[src/rtl/seq_pkg.sv]
// Shared phase encoding and elaboration-time helpers for the stage sequencer.
package seq_pkg;

    typedef enum logic [2:0] {
        PH_IDLE  = 3'd0,
        PH_START = 3'd1,
        PH_WAIT  = 3'd2,
        PH_PAUSE = 3'd3,
        PH_SHOW  = 3'd4,
        PH_ERROR = 3'd7
    } phase_t;

    // Index width with a floor of one bit so a single-stage build still has a port.
    function automatic int index_width(input int n);
        int w;
        w = 0;
        while ((1 << w) < n) w++;
        return (w < 1) ? 1 : w;
    endfunction

    // Highest paused stage strictly below idx, or -1 when there is none.
    function automatic int prev_pause(input logic [31:0] mask, input int idx);
        int p;
        p = -1;
        for (int i = 0; i < idx; i++) begin
            if (mask[i]) p = i;
        end
        return p;
    endfunction

    function automatic int last_pause(input logic [31:0] mask, input int n);
        return prev_pause(mask, n);
    endfunction

endpackage

[src/rtl/dir_button_edge.sv]
// Splits the enter button into forward/backward presses by the switch and
// reports one-cycle rising edges of each.
module dir_button_edge (
    input  logic clk,
    input  logic reset,
    input  logic button,
    input  logic switch,
    output logic fwd_edge,
    output logic back_edge
);

    logic fwd;
    logic back;
    logic fwd_q;
    logic back_q;

    assign fwd  = switch & button;
    assign back = ~switch & button;

    // History resets to "held" so a button pressed through reset is not a press.
    always_ff @(posedge clk or posedge reset) begin
        if (reset) begin
            fwd_q  <= 1'b1;
            back_q <= 1'b1;
        end else begin
            // NOTE: non-blocking so every flop samples pre-edge values, as real hardware does.
            fwd_q  <= fwd;
            back_q <= back;
        end
    end

    assign fwd_edge  = fwd & ~fwd_q;
    assign back_edge = back & ~back_q;

endmodule

[src/rtl/stage_sequencer.sv]
// Top-level control FSM: steps a frame through the processing stages with
// start/done handshakes, review pauses and an optional per-stage watchdog.
module stage_sequencer
    import seq_pkg::*;
#(
    parameter int                    NUM_STAGES     = 3,
    parameter logic [NUM_STAGES-1:0] PAUSE_MASK     = NUM_STAGES'(3'b001),
    parameter int                    TIMEOUT_CYCLES = 0,
    parameter int                    TW             = 32,
    localparam int                   IW             = index_width(NUM_STAGES)
) (
    input  logic                  clk,
    input  logic                  reset,
    input  logic                  button_enter,
    input  logic                  switch,
    input  logic [NUM_STAGES-1:0] stage_done,
    output logic [NUM_STAGES-1:0] stage_start,
    output logic [IW-1:0]         stage_index,
    output logic [2:0]            phase,
    output logic                  pause_entry,
    output logic                  timeout_err
);

    localparam int            LAST_PAUSE = last_pause(32'(PAUSE_MASK), NUM_STAGES);
    localparam logic [IW-1:0] LAST_IDX   = IW'(NUM_STAGES - 1);

    phase_t          state, state_d;
    logic [IW-1:0]   idx, idx_d;
    logic [TW-1:0]   wd, wd_d;
    logic            pe_q, pe_d;
    logic            fwd_edge, back_edge;
    logic            wd_hit;
    logic            is_last;

    dir_button_edge u_edge (
        .clk       (clk),
        .reset     (reset),
        .button    (button_enter),
        .switch    (switch),
        .fwd_edge  (fwd_edge),
        .back_edge (back_edge)
    );

    // Backward-step targets are fixed by the mask, so build them as constant tables.
    logic [NUM_STAGES-1:0] prev_valid;
    logic [IW-1:0]         prev_idx [NUM_STAGES];

    for (genvar g = 0; g < NUM_STAGES; g++) begin : g_prev
        localparam int P = prev_pause(32'(PAUSE_MASK), g);
        assign prev_valid[g] = (P >= 0);
        assign prev_idx[g]   = IW'((P >= 0) ? P : 0);
    end

    assign wd_hit  = (TIMEOUT_CYCLES != 0) && (wd == TW'(TIMEOUT_CYCLES - 1));
    assign is_last = (idx == LAST_IDX);

    always_ff @(posedge clk or posedge reset) begin
        if (reset) begin
            state <= PH_IDLE;
            idx   <= '0;
            wd    <= '0;
            pe_q  <= 1'b0;
        end else begin
            state <= state_d;
            idx   <= idx_d;
            wd    <= wd_d;
            pe_q  <= pe_d;
        end
    end

    always_comb begin
        // NOTE: every output gets a default first so no path can infer a latch.
        state_d = state;
        idx_d   = idx;
        wd_d    = wd;
        pe_d    = 1'b0;
        unique case (state)
            PH_IDLE: begin
                if (fwd_edge) begin
                    state_d = PH_START;
                    idx_d   = '0;
                end
            end
            PH_START: begin
                state_d = PH_WAIT;
                wd_d    = '0;
            end
            PH_WAIT: begin
                wd_d = wd + 1'b1;
                if (stage_done[idx]) begin
                    if (PAUSE_MASK[idx]) begin
                        state_d = PH_PAUSE;
                        pe_d    = 1'b1;
                    end else if (is_last) begin
                        state_d = PH_SHOW;
                    end else begin
                        state_d = PH_START;
                        idx_d   = idx + 1'b1;
                    end
                end else if (wd_hit) begin
                    state_d = PH_ERROR;
                end
            end
            PH_PAUSE: begin
                if (fwd_edge) begin
                    if (is_last) begin
                        state_d = PH_SHOW;
                    end else begin
                        state_d = PH_START;
                        idx_d   = idx + 1'b1;
                    end
                end else if (back_edge) begin
                    if (prev_valid[idx]) begin
                        idx_d = prev_idx[idx];
                    end else begin
                        state_d = PH_IDLE;
                        idx_d   = '0;
                    end
                end
            end
            PH_SHOW: begin
                if (back_edge) begin
                    if (LAST_PAUSE >= 0) begin
                        state_d = PH_PAUSE;
                        idx_d   = IW'(LAST_PAUSE);
                    end else begin
                        state_d = PH_IDLE;
                        idx_d   = '0;
                    end
                end
            end
            PH_ERROR: begin
                if (back_edge) begin
                    state_d = PH_IDLE;
                    idx_d   = '0;
                end
            end
            default: begin
                state_d = PH_IDLE;
                idx_d   = '0;
            end
        endcase
    end

    assign stage_start = (state == PH_START) ? (NUM_STAGES'(1) << idx) : '0;
    assign stage_index = idx;
    assign phase       = state;
    assign pause_entry = pe_q;
    assign timeout_err = (state == PH_ERROR);

endmodule
[config.mk]
export PLATFORM = sky130hd
export DESIGN_NAME = stage_sequencer
export DESIGN_NICKNAME = d
export VERILOG_FILES = /design/src/rtl/seq_pkg.sv /design/src/rtl/dir_button_edge.sv /design/src/rtl/stage_sequencer.sv
export SDC_FILE = /design/constraint.sdc
export NUM_CORES = 1
export LEC_CHECK = 0
export CAP_MARGIN = 20
export CORE_MARGIN = 10
export CORE_UTILIZATION = 45
export CTS_CLUSTER_SIZE = 12
export DETAILED_ROUTE_END_ITERATION = 8
export DONT_BUFFER_PORTS = 1
export REMOVE_ABC_BUFFERS = 1
export SYNTH_ARGS = -nofsm -noshare
export SYNTH_HDL_FRONTEND = slang
export SYNTH_SLANG_ARGS = --single-unit
[constraint.sdc]
create_clock -name clk -period 3.6 [get_ports clk]
set_input_delay 0 -clock clk [delete_from_list [all_inputs] [get_ports clk]]
set_output_delay 0 -clock clk [all_outputs]
set_load 0.005 [all_outputs]
Yosys cells after proc, flatten, opt, wreduce, memory -nomap -nowiden
Cells that the tools add are included.
Widths: inputs -> output; s select.
- output and inout bits: 10
- logic and storage cells: 68
- input bits: 7
- flip-flop bits (word level): 8
- equality and inequality tests: 14
- $lt $le $gt $ge: 2
- multiplexer cells: 32
- bitwise operators: 9
- $add $sub $neg: 1
- reduce and logical (&&, ||, !) cells: 4
- shift operators: 1
- operators by type and width (operator ; number):
    $mux 3 ; 10
    $mux 2 ; 10
    $pmux 3 s6 ; 1
    $reduce_and 6->1 ; 2
    $pmux 2 s5 ; 1
    $ne 2x2->1 const B ; 4
    $bmux 1 s2 ; 3
    $eq 3x2->1 const B ; 2
    $eq 3x3->1 const B ; 2
    $mux 1 ; 6
    $ne 3x3->1 const B ; 2
    $and 1x1->1 ; 4
    $bmux 2 s2 ; 1
    $ne 2x1->1 const B ; 2
    $not 1->1 ; 4
    $eq 3x1->1 const B ; 1
    $ge 3x3->1 const B ; 1
    $logic_not 3->1 ; 1
    $lt 2x3->1 const B ; 1
    $not 2->3 ; 1
    $shl 1x2->3 const A ; 1
    $add 2x1->2 const B ; 1
    $eq 2x2->1 const B ; 1
    $reduce_or 2->1 ; 1

Depth between registers and ports, before layout
- depth in word-level cells: 8
- depth in mapped cells: 7
- gate-level depth less buffers: 7

Modules after synthesis
From an unflattened synthesis, not the netlist that was laid out.
- cell total of the unflattened synthesis: 77
- area total of the unflattened synthesis: 716.9 um2
- modules (own cells, without submodules) (module ; seq. area each (um2) ; area each (um2) ; cells an instance ; times used):
    stage_sequencer ; 150.1 ; 625.6 ; 70 ; 1
    dir_button_edge ; 52.6 ; 91.3 ; 7 ; 1

Least setup slack after synthesis
No wires, ideal clock.
- path type: register -> register
- start point: register idx[0] (netlist: stage_index[0])
- end point: register state[0] (netlist: phase[0])
- library setup time: 67 ps
- buffers on the path: 0
- cell stages (with the launch flop): 6
- clock period less this slack: 1409 ps
- slack: 2191 ps
- arrival time: 1342 ps
- required time: 3533 ps
- cells stage by stage: dfrtp_1 > inv_1 > ha_1 > o32a_1 > o22ai_1 > a32o_1
- longest elaborated chain between the ends: 5
- elaborated cells between the ends (all ways): 15
- classes of those cells: 3 x eq/ne; 11 x mux; 1 x reduce/logical
- RTL lines (item ; RTL line ; RTL):
    start: declaration ; stage_sequencer.sv:28 ; logic [IW-1:0] idx, idx_d;
    start signal: assignment ; stage_sequencer.sv:65 ; idx <= idx_d;
    $bmux 1 s2 or $eq 2x2->1 (tied branches) ; stage_sequencer.sv:91, stage_sequencer.sv:55 ;
    $mux 1 (implied by the code) or $mux 3 (tied branches) ; stage_sequencer.sv:91, stage_sequencer.sv:94, stage_sequencer.sv:106 ;
    $mux 3 ; stage_sequencer.sv:91 ; if (PAUSE_MASK[idx]) begin
    $mux 3 ; stage_sequencer.sv:90 ; if (stage_done[idx]) begin
    $pmux 3 s6 ; stage_sequencer.sv:77 ; unique case (state)
    end signal: assignment ; stage_sequencer.sv:64 ; state <= state_d;
    end: declaration ; stage_sequencer.sv:27 ; phase_t state, state_d;
Several ways; a longest one is shown, not always the timed one. The select of a mux whose other input is x is not followed.
A chain may end at the register's enable or synchronous reset.

Final worst setup path
- start point: register idx[0] (netlist: stage_index[0])
- end point: register idx[0] (netlist: stage_index[0])
- longest elaborated chain between the ends: 8
- elaborated cells between the ends (all ways): 22
- classes of those cells: 1 x add/sub; 3 x eq/ne; 16 x mux; 1 x bitwise; 1 x reduce/logical
- RTL lines (item ; RTL line ; RTL):
    $not 2->3 (implied by the code) ; stage_sequencer.sv:114 ; idx_d = prev_idx[idx];
    $bmux 2 s2 ; stage_sequencer.sv:114 ;
    $mux 2 (implied by the code) (2 in series) ; stage_sequencer.sv:114 ;
    $mux 2 ; stage_sequencer.sv:113 ; if (prev_valid[idx]) begin
    $mux 2 ; stage_sequencer.sv:112 ; end else if (back_edge) begin
    $mux 2 ; stage_sequencer.sv:105 ; if (fwd_edge) begin
    $pmux 2 s5 ; stage_sequencer.sv:77 ;
Several ways; a longest one is shown, not always the timed one. The select of a mux whose other input is x is not followed.

==> out/metrics.yaml <==
ys_ff_latch: 8
yosys.area.top_type_share_pct: 24.4
io_pins: 17
crit_fanout: 5
finalCriticalPeriod_ns: 1.62
skew_ns: 0.0144
antenna_found_initial: 0
hp-class: "input port to asynchronous set/reset pin"
gr-usage-all-layers_pct: 9.35
synth_warnings: 0
start_kind: "register"
final_util_pct: 51.5
cts_tree: "built"
holdBufCountCts: 4
die-area_sq_mm: 0.00325
die_w_um: 57.0
end_kind: "register"
rsz0062_at_grt: "no"
diodes: 0
clock_path_buffers: 2
ir_drop_mv: 0.346
tns_ns: 0
layout.nets: 85
avgSynthCellArea_sq_um: 9.19
arrival_ns: 1.80
grt_overflow: 0
max_stage_delay_ns: 0.45
io_buffer_count: 0
leakage_nw: 0.297
cp_cell_sequence: "inv_1 -> ha_1 -> nand2_1 -> o21ai_0 -> nand2b_1 -> and3_4 -> mux2i_1"
period_share_pct: 44.9
grt_max_degree: 15
first_pass_iters: 4
synthDistinctLibCells: 29
drc: 0
synth_top_area_cell: "dfrtp_1"
cp_top_family: "flip-flops"
cts_sinks: 8
fp-row-count: 13
gp_congestion: 0.726
post_cts_resized: 0
synth_cells: 67
drive_above_1_share_pct: 11.1
cap_violations: 0
crit_path_top_delay_cell: "dfrtp_1"
ant_nets: 0
post_cts_buffers: 0
synth_area_leaders: "dfrtp_1, ha_1, dfstp_2"
vias: 495
r2r_slack_ns: 1.98
drtIter0Drc: 7
ys_seq_area_share_pct: 32.9
reg2reg_depth: 7
status: "finished clean"
grt_pass1_vias: 550
max_freq_mhz: 618
path_buf_inv: 1
cts_max_level: 1
drt-total-wl_mm: 1.44
insertion_delay_ns: 0.26
slew_headroom_pct: 69.9
fp.dieH_um: 57.0
powerDensity_mw_per_mm2: 793
worst_slew_pin_slew_ns: 0.451
netlist_area_sq_um: 616
grt_pass1_wl_mm: 2.46
cts-root-buf: "clkbuf_4"
critical_path_class: "register to register"
timing.rr.end: "stage_index[0]$_DFFE_PP0P_"
final-max-slew-violation-count: 0
syn_to_final_growth_pct: 8.94
hold_violations: 0
wl_per_cell_um: 16.5
numCtsBuffers: 3
post-dp-hpwl_mm: 1.10
core_area_sq_mm: 0.00130
clk_pin_slew_ns: 0.07
initial_utilization_pct: 47.3
r2r_start: "stage_index[0]$_DFFE_PP0P_"
worstPathRequired_ns: 3.78
setup_viol_count_final: 0
avgViaCountPerCell: 5.69
[routing by layer]
| metal | global-route usage, % | up-vias | wire length [um] |
|---|---|---|---|
| met3 | 5.97 | 2 | 131 |
| met1 | 9.39 | 230 | 617 |
| li1 | - | 246 | - |
| met5 | 0 | - | 0 |
| met4 | 3.36 | 0 | 11 |
| met2 | 15.3 | 17 | 678 |
[cell usage in the layout (no fill, tap or decap)]
cell and instances:
and2_1 5, o211ai_1 1, nand3b_1 2, or2_4 1
nor2_1 1, nor2b_1 1, nand2b_1 4, dfstp_2 2
and2b_1 1, o32a_1 1, mux2i_1 3, nor3b_1 1
and3_4 1, dfrtp_1 6, nand2_1 7, inv_1 4
nand3_1 2, ha_1 5, clkbuf_4 3, and3_1 2
a21o_1 2, nor2_2 1, a32o_1 1, o22ai_1 2
a221o_1 1, clkbuf_1 1, o21ai_0 5, o21ai_1 1
dlygate4sd3_1 4, a311oi_1 1
[Yosys cell counts]
library cell and count:
nor2b_1 1, nor3b_1 1, and2b_1 1, o22ai_1 2, o211ai_1 1, nand2b_1 4
nor2_2 1, o21ai_1 1, o21ai_0 5, buf_4 1, nand3b_1 2, o32a_1 1
and2_1 5, nor2_1 1, mux2i_1 3, a221o_1 1, buf_6 2, dfrtp_1 6
a21o_1 2, a311oi_1 1, nand2_1 7, a32o_1 1, nand3_1 2, inv_1 4
or2_4 1, and3_1 2, ha_1 5, dfstp_2 2, and3_4 1
[registers in the layout, indices dropped and copies added (netlist names)]
signal and flops:
u_edge.fwd_q 1, phase 3, pause_entry 1, u_edge.back_q 1, stage_index 2
[cell families (layout without fill, tap and decap cells)]
family	Yosys count	after routing	synth area share [%]
and+or+nand+nor	29	29	27.8
AOI/OAI and AO/OA	15	15	16.9
muxes	3	3	4.88
adders and majority gates	5	5	10.2
DFF	8	8	32.9
buffers and inverters	7	12	7.32
[per-stage QoR]
step	std cells	area (sq um)	hold WS (ns)	setup slack, ns	total power [mW]
floorplan	64	586	-0.186	2.19	0.390
global placement	79	604	-0.132	2.02	0.448
detailed placement	79	604	-0.132	2.00	0.452
CTS	87	671	0.118	1.97	0.537
global route	87	671	0.132	1.81	0.584
finish	87	671	0.127	1.98	0.532
[worst register-to-register path: stages, from the launching register on]
cell,delay (ns)
dfrtp_1,0.45
inv_1,0.17
ha_1,0.22
nand2_1,0.08
o21ai_0,0.19
nand2b_1,0.08
and3_4,0.19
mux2i_1,0.16
[worst max path at each step]
stage               cells after the start  slack [ns]                       start                    endpoint
finish                                  7        1.98  stage_index[0]$_DFFE_PP0P_  stage_index[0]$_DFFE_PP0P_
CTS                                     7        1.97  stage_index[0]$_DFFE_PP0P_  stage_index[0]$_DFFE_PP0P_
floorplan                               7        2.19  stage_index[0]$_DFFE_PP0P_  stage_index[0]$_DFFE_PP0P_
detailed placement                      7        2.00  stage_index[0]$_DFFE_PP0P_  stage_index[0]$_DFFE_PP0P_
global route                            7        1.81  stage_index[0]$_DFFE_PP0P_  stage_index[0]$_DFFE_PP0P_
global placement                        7        2.02  stage_index[0]$_DFFE_PP0P_  stage_index[0]$_DFFE_PP0P_
[cell type report]
cell class	instances	area [sq um]
Fill cell	126	631
Inverter	4	15.0
Timing Repair Buffer	4	40.0
Sequential cell	8	203
Tap cell	15	18.8
Multi-Input combinational cell	52	368
Clock buffer	4	26.3
[power breakdown]
| part | internal [mW] | switching [mW] |
|---|---|---|
| clock | 0.0426 | 0.0347 |
| combinational | 0.142 | 0.131 |
| sequential | 0.118 | 0.0635 |
Power figures use the tool's default switching activity.
